--- src/rtl/lou_arbiter.sv ---
// Round-robin arbiter sharing one logical operations unit between two requesters.
// One operation in flight: accept, hold LOU inputs for EXEC_CYCLES, capture, respond.
module lou_arbiter #(
    parameter int unsigned EXEC_CYCLES = 1,
    parameter logic [3:0]  OP_MAX      = 4'h5
) (
    input  logic       clk,
    input  logic       reset,
    input  logic [1:0] req_valid,
    output logic [1:0] req_ready,
    input  logic [3:0] req0_op,
    input  logic [3:0] req0_a,
    input  logic [3:0] req0_b,
    input  logic [3:0] req1_op,
    input  logic [3:0] req1_a,
    input  logic [3:0] req1_b,
    output logic       rsp_valid,
    input  logic       rsp_ready,
    output logic       rsp_id,
    output logic [7:0] rsp_y,
    output logic       rsp_err,
    output logic [3:0] lou_op_code,
    output logic [3:0] lou_a,
    output logic [3:0] lou_b,
    input  logic [7:0] lou_y
);

    typedef enum logic [1:0] {
        ST_IDLE = 2'd0,
        ST_EXEC = 2'd1,
        ST_RESP = 2'd2
    } state_t;

    localparam logic [3:0] CNT_INIT = 4'(EXEC_CYCLES - 1);

    state_t     state_q;
    logic       last_grant_q;
    logic       id_q;
    logic       rsp_valid_q;
    logic       rsp_err_q;
    logic [7:0] rsp_y_q;
    logic [3:0] op_q;
    logic [3:0] a_q;
    logic [3:0] b_q;
    logic [3:0] cnt_q;

    logic       winner_d;
    logic [1:0] grant_d;
    logic       accept_d;
    logic [3:0] sel_op_d;
    logic [3:0] sel_a_d;
    logic [3:0] sel_b_d;

    // On a tie the requester that did not win last time is favoured.
    always_comb begin
        winner_d = 1'b0;
        case (req_valid)
            2'b01:   winner_d = 1'b0;
            2'b10:   winner_d = 1'b1;
            2'b11:   winner_d = ~last_grant_q;
            default: winner_d = 1'b0;
        endcase

        grant_d = 2'b00;
        if ((state_q == ST_IDLE) && !reset && (req_valid != 2'b00)) begin
            grant_d = winner_d ? 2'b10 : 2'b01;
        end
        accept_d = |(grant_d & req_valid);

        sel_op_d = winner_d ? req1_op : req0_op;
        sel_a_d  = winner_d ? req1_a  : req0_a;
        sel_b_d  = winner_d ? req1_b  : req0_b;
    end

    // Operand registers double as the LOU drivers; they are cleared on the
    // way back to IDLE so the LOU sees zeros whenever nothing is in flight.
    always_ff @(posedge clk or posedge reset) begin
        if (reset) begin
            state_q      <= ST_IDLE;
            last_grant_q <= 1'b1;
            id_q         <= 1'b0;
            rsp_valid_q  <= 1'b0;
            rsp_err_q    <= 1'b0;
            rsp_y_q      <= 8'h00;
            op_q         <= 4'h0;
            a_q          <= 4'h0;
            b_q          <= 4'h0;
            cnt_q        <= 4'h0;
        end else begin
            case (state_q)
                ST_IDLE: begin
                    if (accept_d) begin
                        op_q         <= sel_op_d;
                        a_q          <= sel_a_d;
                        b_q          <= sel_b_d;
                        id_q         <= winner_d;
                        last_grant_q <= winner_d;
                        cnt_q        <= CNT_INIT;
                        state_q      <= ST_EXEC;
                    end
                end
                ST_EXEC: begin
                    if (cnt_q == 4'h0) begin
                        rsp_valid_q <= 1'b1;
                        if (op_q <= OP_MAX) begin
                            rsp_y_q   <= lou_y;
                            rsp_err_q <= 1'b0;
                        end else begin
                            rsp_y_q   <= 8'h00;
                            rsp_err_q <= 1'b1;
                        end
                        state_q <= ST_RESP;
                    end else begin
                        cnt_q <= cnt_q - 4'h1;
                    end
                end
                ST_RESP: begin
                    if (rsp_ready) begin
                        rsp_valid_q <= 1'b0;
                        op_q        <= 4'h0;
                        a_q         <= 4'h0;
                        b_q         <= 4'h0;
                        state_q     <= ST_IDLE;
                    end
                end
                default: begin
                    state_q <= ST_IDLE;
                end
            endcase
        end
    end

    assign req_ready   = grant_d;
    assign rsp_valid   = rsp_valid_q;
    assign rsp_id      = id_q;
    assign rsp_y       = rsp_y_q;
    assign rsp_err     = rsp_err_q;
    assign lou_op_code = op_q;
    assign lou_a       = a_q;
    assign lou_b       = b_q;

endmodule

--- config.mk ---
export PLATFORM = sky130hd
export DESIGN_NAME = lou_arbiter
export DESIGN_NICKNAME = d
export VERILOG_FILES = /design/src/rtl/lou_arbiter.sv
export SDC_FILE = /design/constraint.sdc
export NUM_CORES = 1
export LEC_CHECK = 0
export CORE_ASPECT_RATIO = 0.8
export CORE_MARGIN = 2
export CORE_UTILIZATION = 42
export CTS_BUF_LIST = sky130_fd_sc_hd__clkbuf_4
export DETAILED_ROUTE_END_ITERATION = 6
export PLACE_DENSITY = 0.91
export SYNTH_ARGS = -nofsm -noshare
export SYNTH_HDL_FRONTEND = slang
export SYNTH_SLANG_ARGS = --single-unit
--- constraint.sdc ---
create_clock -name clk -period 1.5 [get_ports clk]
set_input_delay 0.3 -clock clk [delete_from_list [all_inputs] [get_ports clk]]
set_output_delay 0.3 -clock clk [all_outputs]
set_load 0.02 [all_outputs]
## Yosys cells after proc, flatten, opt, wreduce, memory -nomap -nowiden

Cells that the tools add are included.

| word-level totals | value |
|---|---|
| logic and storage cells | 63 |
| output and inout bits | 25 |
| bits of input ports | 37 |
| bits in registers | 30 |

| operators by class | value |
|---|---|
| order comparisons | 1 |
| bitwise logic cells | 2 |
| reductions and logical operators | 16 |
| mux-type cells | 25 |
| $add $sub $neg | 1 |
| eq/ne operators | 8 |

Operator list:

| cell | number |
|---|---|
| 4-bit two-way mux | 9 |
| 4-bit case mux with 2 select lines | 4 |
| 3-bit AND reduction | 4 |
| 2-bit two-way mux | 5 |
| 8-bit two-way mux | 1 |
| 2-bit inequality test (second input constant) | 4 |
| 2-bit nonzero test | 4 |
| 2-bit == test (second input constant) | 3 |
| 2-bit case mux with 3 select lines | 1 |
| 4-bit by 3-bit <= comparator with 1-bit output (second input constant) | 1 |
| 4-bit zero test | 1 |
| 1-bit case mux with 2 select lines | 2 |
| 2-bit AND reduction | 2 |
| 4-bit by 1-bit subtractor with 4-bit output (second input constant) | 1 |
| 1-bit two-way mux | 3 |
| 2-bit AND | 1 |
| 2-bit by 1-bit == test with 1-bit output (second input constant) | 1 |
| 1-bit logical AND | 2 |
| 2-bit zero test | 1 |
| 2-bit OR reduction | 1 |
| 1-bit zero test | 1 |
| 1-bit NOT | 1 |

## Depth between registers and ports, before layout

Gate-level depths: netlist (run 1).

| logic depth | value |
|---|---|
| depth in word-level cells | 8 |
| gate-level depth with buffers | 7 |
| depth with buffers taken out | 6 |

## Worst setup path before layout (run 1)

OpenSTA, ideal clock, no wires.

| path | value |
|---|---|
| kind | reg2out |
| start point | reg state_q[1] |
| end point | out req_ready[0] |
| cell stages (with the launch flop) | 5 |
| arrival time | 1.307 ns |
| data required time | 1.200 ns |
| buffers on the path | 1 |
| slack | -0.107 ns |
| cell sequence | dfrtp_1 nor3_4 o21ai_1 buf_4 nor2_1 |

| on the way | value |
|---|---|
| cells in the longest elaborated chain, start to end | 4 |

Ends and longest elaborated chain:

| item | RTL line | source |
|---|---|---|
| start: declaration | 36 | `state_t state_q;` |
| start signal: assignment | 79 | `state_q <= ST_IDLE;` |
| start signal: assignment | 99 | `state_q <= ST_EXEC;` |
| start signal: assignment | 112 | `state_q <= ST_RESP;` |
| 2-bit zero test | 65 | `if ((state_q == ST_IDLE) && !reset && (req_valid != 2'b00)) begin` |
| 1-bit logical AND (2 in a row) | 65 |  |
| 2-bit two-way mux | 65 |  |
| end: declaration | 10 | `output logic [1:0] req_ready,` |

Every way passes these cells.

## Final worst setup path (run 1)

Ends and elaborated chain as after synthesis.

==> flow_summary.yaml, run 1 <==
sta:
  finalHoldViolCount: 0
  worstMarginPinSlew_ns: 0.228
  clock_skew_ns: 0.00436
  min_period_over_period_pct: 108
  fin_crit_ns: 1.61
  setup_viol: 2
  fin_tns_setup_ns: -0.186
  fmax_mhz: 619
  slew-limit-headroom_pct: 84.8
  setup_ws_ns: -0.115
  finalMaxSlewViolations: 0
  grt_setup_unrepaired: "yes"
route:
  drcViolationCount: 0
  wl_per_cell_um: 14.6
  routed_wl_mm: 3.60
  dr.pass1.iters: 4
  drt_iter0_markers: 45
  via_per_inst: 5.10
  vias: 1260
  antenna_left: 0
floorplanning:
  rows: 18
  fp.dieW_um: 67.8
  num_io_pins: 62
  core_region_area_sq_mm: 0.00311
  start_util_pct: 44.0
  die_y_um: 55.1
  die-area_sq_mm: 0.00373
cts:
  root_buffer: "clkbuf_4"
  clockBufferDepth: 2
  h-tree-depth: 2
  clkSlewWorstSetupHoldPaths_ns: 0.08
  cts_made_buffers: 5
  clk_latency_ns: 0.31
  ctsHoldBuffers: 0
  cts.sinks: 30
  cts_tree: "done"
status:
  status: "finished, violations left"
  violations: "setup timing"
global_route:
  use_met1_pct: 19.6
  grt_pass1_vias: 1210
  met2_usage_pct: 37.1
  grt_pass1_wl_mm: 5.14
  globalRouteTotalUtil_pct: 19.5
  use_met3_pct: 3.85
  grt.overflow.total: 0
  grt_start_max_net_pins: 17
  grt.busiest_layer: "met2"
  antenna_found_initial: 0
critical_path:
  critPathKind: "register to output pin"
  critPathMaxFanout: 3
  worst-endpoint-required_ns: 1.20
  start_kind: "register"
  cp-end-kind: "output pin"
  worstPathArrival_ns: 1.31
placed_design:
  dp_hpwl_mm: 2.76
  port_buffers: 61
  place_area_sq_mm: 0.00214
  dp_cells: 237
  preCtsSetupSlack_ns: -0.628
  gp_congestion: 0.803
min_path:
  hold_path.class: "input port to async pin"
layout:
  final_util_pct: 71.5
  regArea_sq_um: 752
  drive_gt1_share_pct: 18.8
  antennaDiodeCount: 0
  finalInstanceArea_sq_mm: 0.00222
  fill_cells: 218
  syn_to_final_growth_pct: 62.4
  final_common_cell: "clkdlybuf4s50_1"
  final_cells: 247
  nets: 245
  final_cell_mix: "clkdlybuf4s50_1, dfrtp_1, dlygate4sd2_1, nand2_1, buf_4"
  multi_input_area_sq_um: 602
synthesis:
  postSynthCellCount: 125
  yosysUniqueCellTypes: 29
  synth_area_sq_mm: 0.00137
  synth_top_area_share_pct: 53.0
  ys_ff_latch: 30
  seq_area_frac_synth_pct: 54.9
  synthTopCellsByArea: "dfrtp_1, mux2i_1, o2bb2ai_1"
  synth_area_per_cell_sq_um: 11.0
  yosys.area.top_type: "dfrtp_1"
  synth_warnings: 0
  syn_nets: 163
power:
  p_per_area_mw_per_mm2: 1760
  power_leakage_nw: 1.06
  peakVddDrop_mv: 1.04
run:
  maxCapViolations: 0
sequential cells by signal, summed over array words and instances (netlist names):
name	count
cnt_q	4
last_grant_q	1
lou_a	4
lou_b	4
lou_op_code	4
rsp_err	1
rsp_id	1
rsp_valid	1
rsp_y	8
state_q	2
cell type report:
class                           count  area share (%)
Tap cell                           40            2.25
Clock buffer                        7            2.36
Multi-Input combinational cell     86            27.1
Timing Repair Buffer               80            33.8
Inverter                            4           0.675
Sequential cell                    30            33.8
worst max-delay path: stages (launching register included):
cell and delay (ns):
dfrtp_1 0.42, nor3_4 0.24, o21ai_2 0.13, nor2_4 0.10
buf_6 0.12
path summary, 6_finish.rpt:
check / from / to / slack, ns / cells after the start
setup / recovery: state_q[1] / req_ready[0] / -0.11 / 4
hold / removal: reset / lou_op_code[3] / 0.33 / 4
setup reg to reg: state_q[1] / rsp_id / 0.07 / 5
hold reg to reg: rsp_y[6] / rsp_y[6] / 0.49 / 2
max in group asynchronous: reset / last_grant_q / 0.93 / 4
min in group clk: rsp_y[6] / rsp_y[6] / 0.49 / 2
metal layers:
metal	share of wire [%]	routed length (um)
met1	40	1450
met2	50	1790
met3	8.3	298
met4	1.4	52
met5	0	0
timing repair:
item | 4_1_cts | 5_1_grt
pin swaps | 3 | 1
endpoints found under the setup margin | 30 | 10
hold endpoints to repair | 0 | 0
setup buffers | 1 | 2
resized for setup | 41 | 9
gates cloned | 0 | 0
cells in the mapped netlist, drive strengths merged:
library cell,count
nand4b,1
nand2b,1
or2b,1
nor2,4
a21oi,3
a21boi,1
o21a,1
a31oi,1
buf,5
nor3b,1
mux2i,13
o2bb2ai,12
dfrtp,29
o21ai,14
dfstp,1
ha,1
nor3,2
and2,1
nand3,1
inv,4
nand2,24
o22ai,1
a21o,2
and2b,1
logic make-up (layout without fill, tap and decap cells):
| logic type | count (synthesis) | in the layout | synth area share (%) |
|---|---|---|---|
| muxes | 13 | 13 | 9.51 |
| buffers and inverters | 9 | 91 | 3.56 |
| AOI/OAI and AO/OA | 35 | 35 | 18.3 |
| and+or+nand+nor | 37 | 37 | 12.8 |
| DFF | 30 | 30 | 54.9 |
| adders and majority gates | 1 | 1 | 0.914 |
where the power goes:
part | total [W] | switching [W] | internal (W)
clock network | 0.000446 | 0.000234 | 0.000213
logic | 0.00206 | 0.00110 | 0.000961
registers | 0.00141 | 0.000236 | 0.00117
metrics by stage:
stage	total power, W	hold slack, ns
after detailed placement	0.00356	0.474
after CTS	0.00386	0.317
after global placement	0.00344	0.464
final	0.00391	0.333
after floorplan	0.00251	0.370
after global routing	0.00418	0.335
(Power assumes the default switching activity.)
==> run 2: changes to the inputs <==
--- a/config.mk
+++ b/config.mk
@@ -9,6 +9,7 @@
 export CORE_MARGIN = 2
 export CORE_UTILIZATION = 42
 export CTS_BUF_LIST = sky130_fd_sc_hd__clkbuf_4
+export CTS_CLUSTER_SIZE = 28
 export DETAILED_ROUTE_END_ITERATION = 6
 export PLACE_DENSITY = 0.91
 export SYNTH_ARGS = -nofsm -noshare
==> results of run 2 <==
Same layout as run 1: the final DEF is identical, and so are final timing and power.
==> run 3: changes to the inputs <==
--- a/config.mk
+++ b/config.mk
@@ -12,6 +12,7 @@
 export CTS_CLUSTER_SIZE = 28
 export DETAILED_ROUTE_END_ITERATION = 6
 export PLACE_DENSITY = 0.91
+export SKIP_CTS_REPAIR_TIMING = 1
 export SYNTH_ARGS = -nofsm -noshare
 export SYNTH_HDL_FRONTEND = slang
 export SYNTH_SLANG_ARGS = --single-unit
==> run 3 against run 2 <==
  * Hold slack got worse by 0.12 ns
  * Maximum frequency up 0.42%
  * The flow still finishes with violations (setup timing)
  * Die area unchanged
  * Final area is 3.8% higher
  * Largest power group unchanged
  * Largest cell class is now non-clock buffers
  * Non-clock buffer count is 1 lower
  * Register-to-register slack got worse by 0.04 ns
  * Critical endpoint unchanged
==> flow_summary.yaml, run 3 (synthesis results as in run 1) <==
status:
  status: "finished, violations left"
  violations: "setup timing"
floorplanning:
  die_y_um: 55.1
  num_io_pins: 62
  rows: 18
  start_util_pct: 44.0
  die-area_sq_mm: 0.00373
  core_region_area_sq_mm: 0.00311
  fp.dieW_um: 67.8
power:
  power_leakage_nw: 1.31
  peakVddDrop_mv: 1.08
  p_total_w: 0.00409
  p_per_area_mw_per_mm2: 1770
route:
  drcViolationCount: 0
  antenna_left: 0
  routed_wl_mm: 3.88
  via_per_inst: 5.19
  wl_per_cell_um: 15.8
  dr.pass1.iters: 4
  drt_iter0_markers: 42
  vias: 1277
cts:
  cts_tree: "done"
  clockBufferDepth: 2
  clk_latency_ns: 0.31
  cts.sinks: 30
  root_buffer: "clkbuf_4"
  h-tree-depth: 2
  cts_made_buffers: 5
  clkSlewWorstSetupHoldPaths_ns: 0.08
critical_path:
  r2r_cells: 6
  reg2reg_setup_slack_ns: 0.03
  worst-endpoint-required_ns: 1.20
  worstPathArrival_ns: 1.31
  r2r-end: "rsp_y[1]"
  crit-reg2reg-launch: "cnt_q[1]"
  critPathMaxFanout: 3
  critPathKind: "register to output pin"
  cp-end-kind: "output pin"
  start_kind: "register"
placed_design:
  dp_hpwl_mm: 2.76
  dp_cells: 237
  gp_congestion: 0.803
  port_buffers: 61
sta:
  finalHoldViolCount: 0
  fmax_mhz: 622
  worstMarginPinSlew_ns: 0.252
  slew-limit-headroom_pct: 83.2
  grt_setup_unrepaired: "yes"
  fin_crit_ns: 1.61
  finalMaxSlewViolations: 0
  setup_ws_ns: -0.108
  clock_skew_ns: 0.00326
  setup_viol: 2
  min_period_over_period_pct: 107
layout:
  nets: 244
  final_cell_mix: "clkdlybuf4s50_1, dfrtp_1, dlymetal6s2s_1, nand2_1, buf_4"
  fill_cells: 199
  final_cells: 246
  drive_gt1_share_pct: 18.9
  largest_reg_flops: 8
  antennaDiodeCount: 0
  final_common_cell: "clkdlybuf4s50_1"
  syn_to_final_growth_pct: 68.6
global_route:
  antenna_found_initial: 0
  grt_pass1_vias: 1197
  grt.overflow.total: 0
  grt_start_max_net_pins: 17
  grt_pass1_wl_mm: 4.98
  globalRouteTotalUtil_pct: 18.8
min_path:
  hold_path.class: "input port to async pin"
run:
  maxCapViolations: 0
[run 3: worst max path at each step]
| stage | from | endpoint | cells after the start |
|---|---|---|---|
| floorplan | state_q[1] | req_ready[0] | 4 |
| detailed placement | req_valid[1] | req_ready[1] | 4 |
| CTS | state_q[1] | req_ready[0] | 4 |
| global placement | req_valid[0] | req_ready[1] | 4 |
| finish | state_q[0] | req_ready[0] | 4 |
| global route | state_q[0] | req_ready[0] | 4 |
[run 3: report_power, final]
part / switching [W] / internal [W] / leakage (nW) / total, W
combinational: 0.00112 / 0.00110 / 0.903 / 0.00222
sequential: 0.000244 / 0.00117 / 0.378 / 0.00141
clock: 0.000239 / 0.000213 / 0.0322 / 0.000451
[run 3: per-layer routing]
| layer | track usage, % | wire length, um |
|---|---|---|
| met5 | 0 | 0 |
| met4 | 13.0 | 132 |
| met3 | 4.25 | 299 |
| met2 | 35.6 | 1970 |
| met1 | 18.5 | 1480 |
[run 3: through the flow]
stage	cell area [sq um]	setup TNS, ns	setup slack [ns]	util, %	hold WS, ns
finish	2310	-0.194	-0.108	74.2	0.212
CTS	2190	-3.67	-0.650	70.4	0.495
global route	2310	-0.587	-0.186	74.2	0.228
detailed placement	2140	-5.27	-0.628	68.7	0.474
floorplan	1380	0	0.0393	-	0.370
global placement	2140	-3.81	-0.561	68.7	0.464
[run 3: critical path, stage by stage, from the launching register on]
cell     delay (ns)
dfrtp_1        0.43
nor3_4         0.24
o21ai_2        0.12
nor2_4         0.09
buf_6          0.12
[run 3: final cells by class]
cell class / instances / area [sq um] / share of cell area (%)
timing repair buffer: 79 / 830 / 36.0
sequential: 30 / 752 / 32.6
multi-input combinational: 86 / 608 / 26.4
clock buffer: 7 / 52.6 / 2.28
tap: 40 / 50.0 / 2.17
inverter: 4 / 15.0 / 0.651
